## config.mk

```make
export PLATFORM = sky130hd
export DESIGN_NAME = bram_port_arbiter
export DESIGN_NICKNAME = d
export VERILOG_FILES = /design/src/rtl/trs_io_pkg.sv /design/src/rtl/bram_rd_tracker.sv /design/src/rtl/bram_port_arbiter.sv
export SDC_FILE = /design/constraint.sdc
export NUM_CORES = 1
export LEC_CHECK = 0
export CAP_MARGIN = 20
export CORE_MARGIN = 2
export CORE_UTILIZATION = 32
export DETAILED_ROUTE_END_ITERATION = 7
export GPL_TIMING_DRIVEN = 0
export PLACE_DENSITY = 0.81
export SLEW_MARGIN = 20
export SYNTH_ARGS = -nofsm -noshare
export SYNTH_HDL_FRONTEND = slang
export SYNTH_SLANG_ARGS = --single-unit
```

## constraint.sdc

```tcl
create_clock -name clk -period 2.2 [get_ports clk]
set_input_delay 0.44 -clock clk [delete_from_list [all_inputs] [get_ports clk]]
set_output_delay 0.44 -clock clk [all_outputs]
set_load 0.005 [all_outputs]
```

## src/rtl/trs_io_pkg.sv

```systemverilog
// Shared types and constants for the TRS I/O BRAM access path.
// Contents:
//   BRAM_ADDR_W / BRAM_DATA_W  default BRAM port geometry
//   bram_owner_t               which requester a read result belongs to
//   rd_tag_t                   {valid, owner} tag carried alongside each read
//   RD_TAG_IDLE                empty tag used to flush the read pipeline
package trs_io_pkg;

  localparam int BRAM_ADDR_W = 16;
  localparam int BRAM_DATA_W = 8;

  typedef enum logic [0:0] {
    OWN_TRS = 1'b0,
    OWN_ESP = 1'b1
  } bram_owner_t;

  typedef struct packed {
    logic        valid;
    bram_owner_t owner;
  } rd_tag_t;

  localparam rd_tag_t RD_TAG_IDLE = '{valid: 1'b0, owner: OWN_TRS};

endpackage : trs_io_pkg

```

## src/rtl/bram_rd_tracker.sv

```systemverilog
// Tracks reads in flight through the BRAM output-register pipeline.
// The tag of the read issued in cycle G is stage 0 (combinational, from the
// grant); registered stage k holds it in cycle G+k, k = 1..RD_LAT.
// Ports:
//   clk, rst     system clock, synchronous active-high reset
//   issue_valid  a read is granted this cycle
//   issue_esp    owner of the granted access (1 = ESP, 0 = TRS)
//   mem_regce    BRAM output-register enable, cycle G+RD_LAT-1 of a read
//   cap_trs      capture mem_dout into TRS rdata at the end of this cycle
//   cap_esp      capture mem_dout into ESP rdata at the end of this cycle
//   busy         any read tag valid in any stage
module bram_rd_tracker
  import trs_io_pkg::*;
#(
  parameter int RD_LAT = 2
) (
  input  logic clk,
  input  logic rst,
  input  logic issue_valid,
  input  logic issue_esp,
  output logic mem_regce,
  output logic cap_trs,
  output logic cap_esp,
  output logic busy
);

  rd_tag_t tag_in_s;
  rd_tag_t tag_pipe_r [1:RD_LAT];
  logic    busy_s;

  assign tag_in_s = '{valid: issue_valid, owner: (issue_esp ? OWN_ESP : OWN_TRS)};

  // Shift tags one stage per clock; reset drops every read in flight.
  always_ff @(posedge clk) begin
    if (rst) begin
      for (int k = 1; k <= RD_LAT; k++) begin
        tag_pipe_r[k] <= RD_TAG_IDLE;
      end
    end else begin
      tag_pipe_r[1] <= tag_in_s;
      for (int k = 2; k <= RD_LAT; k++) begin
        tag_pipe_r[k] <= tag_pipe_r[k-1];
      end
    end
  end

  // OR of every valid tag, including the one being issued this cycle.
  always_comb begin
    busy_s = tag_in_s.valid;
    for (int k = 1; k <= RD_LAT; k++) begin
      busy_s = busy_s | tag_pipe_r[k].valid;
    end
  end

  assign mem_regce = !rst && tag_pipe_r[RD_LAT-1].valid;
  assign cap_trs   = tag_pipe_r[RD_LAT].valid && (tag_pipe_r[RD_LAT].owner == OWN_TRS);
  assign cap_esp   = tag_pipe_r[RD_LAT].valid && (tag_pipe_r[RD_LAT].owner == OWN_ESP);
  assign busy      = !rst && busy_s;

endmodule : bram_rd_tracker

```

## src/rtl/bram_port_arbiter.sv

```systemverilog
// Shares one BRAM port between the TRS bus side and the ESP/SPI side.
// One access per clock; TRS has fixed priority, and ESP is forced through
// after STARVE_MAX consecutive denied cycles. Read data returns to the owner
// of each read, in issue order, RD_LAT+1 cycles after the grant.
// Ports:
//   clk, rst                     system clock, synchronous active-high reset
//   trs_req/we/addr/wdata        TRS request (level, held until trs_ack)
//   trs_ack                      combinational grant
//   trs_rdata/trs_rvalid         registered read data and 1-cycle update pulse
//   esp_*                        same set for the ESP side
//   mem_en/we/addr/din           BRAM port A controls, driven in the grant cycle
//   mem_regce                    BRAM output-register clock enable
//   mem_dout                     BRAM read data
//   busy                         any read in flight
module bram_port_arbiter
  import trs_io_pkg::*;
#(
  parameter int ADDR_W     = BRAM_ADDR_W,
  parameter int DATA_W     = BRAM_DATA_W,
  parameter int RD_LAT     = 2,
  parameter int STARVE_MAX = 8
) (
  input  logic              clk,
  input  logic              rst,
  input  logic              trs_req,
  input  logic              trs_we,
  input  logic [ADDR_W-1:0] trs_addr,
  input  logic [DATA_W-1:0] trs_wdata,
  output logic              trs_ack,
  output logic [DATA_W-1:0] trs_rdata,
  output logic              trs_rvalid,
  input  logic              esp_req,
  input  logic              esp_we,
  input  logic [ADDR_W-1:0] esp_addr,
  input  logic [DATA_W-1:0] esp_wdata,
  output logic              esp_ack,
  output logic [DATA_W-1:0] esp_rdata,
  output logic              esp_rvalid,
  output logic              mem_en,
  output logic              mem_we,
  output logic [ADDR_W-1:0] mem_addr,
  output logic [DATA_W-1:0] mem_din,
  output logic              mem_regce,
  input  logic [DATA_W-1:0] mem_dout,
  output logic              busy
);

  localparam int               CNT_W   = $clog2(STARVE_MAX + 1);
  localparam logic [CNT_W-1:0] CNT_MAX = CNT_W'(STARVE_MAX);

  logic [CNT_W-1:0]  wait_cnt_r;
  logic              force_esp_s;
  logic              grant_trs_s;
  logic              grant_esp_s;
  logic              rd_issue_s;
  logic              cap_trs_s;
  logic              cap_esp_s;
  logic [DATA_W-1:0] trs_rdata_r;
  logic [DATA_W-1:0] esp_rdata_r;
  logic              trs_rvalid_r;
  logic              esp_rvalid_r;

  // force_esp comes only from the registered counter, so the grant has no loop.
  assign force_esp_s = (wait_cnt_r == CNT_MAX);
  assign grant_trs_s = !rst && trs_req && !force_esp_s;
  assign grant_esp_s = !rst && esp_req && (!trs_req || force_esp_s);

  assign trs_ack = grant_trs_s;
  assign esp_ack = grant_esp_s;

  // Steer the winner onto the BRAM port; all zeros when nobody wins.
  always_comb begin
    if (grant_trs_s) begin
      mem_en   = 1'b1;
      mem_we   = trs_we;
      mem_addr = trs_addr;
      mem_din  = trs_wdata;
    end else if (grant_esp_s) begin
      mem_en   = 1'b1;
      mem_we   = esp_we;
      mem_addr = esp_addr;
      mem_din  = esp_wdata;
    end else begin
      mem_en   = 1'b0;
      mem_we   = 1'b0;
      mem_addr = '0;
      mem_din  = '0;
    end
  end

  assign rd_issue_s = (grant_trs_s && !trs_we) || (grant_esp_s && !esp_we);

  bram_rd_tracker #(
    .RD_LAT (RD_LAT)
  ) u_rd_tracker (
    .clk         (clk),
    .rst         (rst),
    .issue_valid (rd_issue_s),
    .issue_esp   (grant_esp_s),
    .mem_regce   (mem_regce),
    .cap_trs     (cap_trs_s),
    .cap_esp     (cap_esp_s),
    .busy        (busy)
  );

  // Count consecutive cycles ESP is left waiting; any grant or release clears it.
  // It cannot pass CNT_MAX: at CNT_MAX a requesting ESP is always granted.
  always_ff @(posedge clk) begin
    if (rst) begin
      wait_cnt_r <= '0;
    end else if (esp_req && !grant_esp_s) begin
      wait_cnt_r <= wait_cnt_r + CNT_W'(1'b1);
    end else begin
      wait_cnt_r <= '0;
    end
  end

  // Capture read data for its owner and pulse that owner's rvalid one cycle later.
  always_ff @(posedge clk) begin
    if (rst) begin
      trs_rdata_r  <= '0;
      esp_rdata_r  <= '0;
      trs_rvalid_r <= 1'b0;
      esp_rvalid_r <= 1'b0;
    end else begin
      trs_rvalid_r <= cap_trs_s;
      esp_rvalid_r <= cap_esp_s;
      if (cap_trs_s) begin
        trs_rdata_r <= mem_dout;
      end
      if (cap_esp_s) begin
        esp_rdata_r <= mem_dout;
      end
    end
  end

  assign trs_rdata  = trs_rdata_r;
  assign esp_rdata  = esp_rdata_r;
  assign trs_rvalid = trs_rvalid_r;
  assign esp_rvalid = esp_rvalid_r;

endmodule : bram_port_arbiter

```

==> results.yml <==
critical_path:
  r2r_start: "wait_cnt_r[0]"
  cp_max_fo: 5
  crit_top_cell: "buf_6"
  end_kind: "primary output"
  cp_slowest_stage_delay_ns: 0.34
  crit_path_start_kind: "flop"
  cp_data_arrival_time_ns: 1.77
  cpMaxStageDelayCell: "dfxtp_2"
  cp_cell_sequence: "inv_2, ha_4, and3b_4, nor3_4, buf_6, buf_6, buf_6, a22o_1, buf_2"
  worstSetupPathType: "flop to primary output"
  cp.required_ns: 1.76
  startpoint: "wait_cnt_r[0]"
power:
  seqPwrFrac: 0.457
  swShare: 0.2263
  vdd_drop_max_mv: 0.3098
  p_comb_frac: 0.255
  p_sw_uw: 239.4
  power.total_uw: 1058
  internal_power_uw: 818.3
  leakage_uw: 0.001066
  power_density_nw_per_um2: 426.1
  clkPwrFrac: 0.288
finish:
  multi_input_area_um2: 686.9
  fin_nets: 335
  mostFrequentLayoutCell: "clkdlybuf4s50_1"
  diodes: 0
  drive_gt1_frac: 0.2333
  synthToLayoutAreaGrowth_pct: 92.81
  fill_cells: 363
  register_area_um2: 523.0
  design_area_um2: 2482
  final_cell_mix: "clkdlybuf4s50_1, buf_2, a22o_1, nand2_1, dfxtp_1"
global_route:
  antenna_found_initial: 0
  grt_pass1_wl_um: 6796
  grt_max_degree: 15
  grt.overflow.total: 0
  grt_pass1_vias: 1587
  track_usage: 0.1964
hold_path:
  min_from: "rst"
  hold_path_class: "primary input to flop"
sta:
  period_needed_ns: 2.211
  skew_ns: 0.004954
  finalSetupTns_ns: -0.01089
  finalHoldViolCount: 0
  rsz0062_at_grt: "true"
  final_max_slew_viol_count: 0
  fmax_mhz: 452.3
  worst_slew_pin_slew_ns: 0.4407
  fin_crit_sh: 1.005
  max_slew_margin: 0.7062
  worst_slack_ns: -0.01089
  setup_viol: 1
synthesis:
  synthSimpleGateAreaFrac: 0.2216
  synth_xor_area_frac: 0.01361
  synth_fa_ha_area_frac: 0.01944
  syn_inst: 145
  yosys.cell_types.count: 25
  syn-cell-area_um2: 1287
  synthMuxAreaShare: 0
  syn_nets: 209
  synth_warnings: 0
  syn_area_per_cell_um2: 8.879
  synth-seq-cells: 26
  ys_seq_area_frac: 0.4043
  synth_compound_area_frac: 0.2653
  synth_top_family_by_area: "compound AO/OA/AOI/OAI gates"
place:
  dpl.hpwl_um: 3479
  placed_area_um2: 2431
  dp_slack_ns: -0.5182
  gp_congestion: 0.7273
  port_buffers: 108
cts:
  insertion_delay_ns: 0.26
  root_buffer: "clkbuf_8"
  cts_buffer_depth: 2
  numCtsBuffers: 3
  cts.sinks: 26
  cts_max_level: 1
  cts_tree: "yes"
  path_clk_slew_ns: 0.09
  hold_buffers: 0
routing:
  vias: 1545
  drtIter0Drc: 61
  drc_errors: 0
  dr.pass1.iters: 4
  ant_nets: 0
  route.final.wire_length_um: 4400
  wl_per_cell_um: 13.75
  post_drt_via_cell_ratio: 4.828
floorplan:
  die_h_um: 67.43
  core_um2: 3943
  io_pins: 110
  start_util: 0.3266
  die_w_um: 67.43
  std_cell_rows: 23
  die_area_um2: 4547
flow_run:
  maxCapViolCount: 0
run_status:
  violations: "setup timing"
  status: "finished, violations left"
-- timing repair --
item | CTS | global route
hold endpoints to repair | 0 | 0
resized for setup | 122 | 2
buffers inserted | 14 | 0
setup endpoints to repair | 29 | 28
cloned | 2 | 0
pin swaps | 6 | 10
-- critical path: cells and delay by family (launching register included) --
family / cells / cell delay, ns
fa+ha+maj: 1 / 0.15
simple gates: 2 / 0.37
flops: 1 / 0.34
compound gates: 1 / 0.15
buf+inv: 5 / 0.49
-- per-layer routing --
metal	global-route usage	routed length, um	vias to the layer above
met5	0	0	-
li1	-	-	767
met1	0.1823	1551	691
met2	0.4047	2359	83
met3	0.07333	456	4
met4	0.03061	34	0
-- registers in the layout (all words and copies together) (netlist names) --
name	flops
trs_rvalid	1
trs_rdata	8
u_rd_tracker.tag_pipe_r	4
esp_rdata	8
esp_rvalid	1
wait_cnt_r	4
-- power by group through the flow --
stage / combinational [uW] / sequential, uW / clock (uW)
final: 270 / 484 / 304
after global routing: 294 / 485 / 324
after CTS: 278 / 484 / 304
after detailed placement: 284 / 495 / 0
after global placement: 284 / 494 / 0
after floorplan: 84.6 / 495 / 0
-- synth_stat cells --
master,instances,area (um^2)
dfxtp_1,26,520.5
xor2_1,1,8.760
nand3_1,9,45.04
and3b_4,1,12.51
xnor2_1,1,8.760
nor2_1,4,15.01
buf_2,3,15.01
a21oi_4,1,16.27
nand2b_1,1,6.260
nand2_1,25,93.84
nor3_4,1,16.27
buf_6,4,45.04
o21ai_0,1,5.000
nor2b_1,5,31.28
a31oi_1,1,6.260
buf_4,2,15.01
or3_1,1,6.260
nand2b_4,1,13.76
and3_1,4,25.02
clkbuf_1,3,11.26
a22o_1,25,219.0
ha_1,2,25.02
a21oi_1,19,95.09
inv_1,3,11.26
nand3b_4,1,20.02
-- final cells by class --
type,count,area share
inverter,3,0.004536
timing repair buffer,122,0.4274
buffer,11,0.03327
multi-input combinational,104,0.2767
tap,50,0.02520
clock buffer,4,0.02218
sequential,26,0.2107
-- per-stage QoR --
| stage | instances | util | hold slack (ns) |
|---|---|---|---|
| floorplan | 145 | - | 0.4138 |
| global placement | 303 | 0.6166 | 0.4246 |
| detailed placement | 303 | 0.6166 | 0.4297 |
| CTS | 323 | 0.6366 | 0.3697 |
| global route | 320 | 0.6296 | 0.3693 |
| finish | 320 | 0.6296 | 0.3652 |
-- logic make-up after synthesis --
kind of cell | count (synthesis)
compound gates | 47
xor+xnor | 2
fa+ha+maj | 2
buf+inv | 15
flops | 26
simple gates | 53
-- final timing paths --
kind,end,slack [ns],depth (start not counted)
worst max-delay path,mem_addr[1],-0.01,9
worst min-delay path,u_rd_tracker.tag_pipe_r[2][1],0.37,2
worst max register to register,wait_cnt_r[0],0.71,8
worst min register to register,u_rd_tracker.tag_pipe_r[2][0],0.44,1
Power figures use the tool's default switching activity.
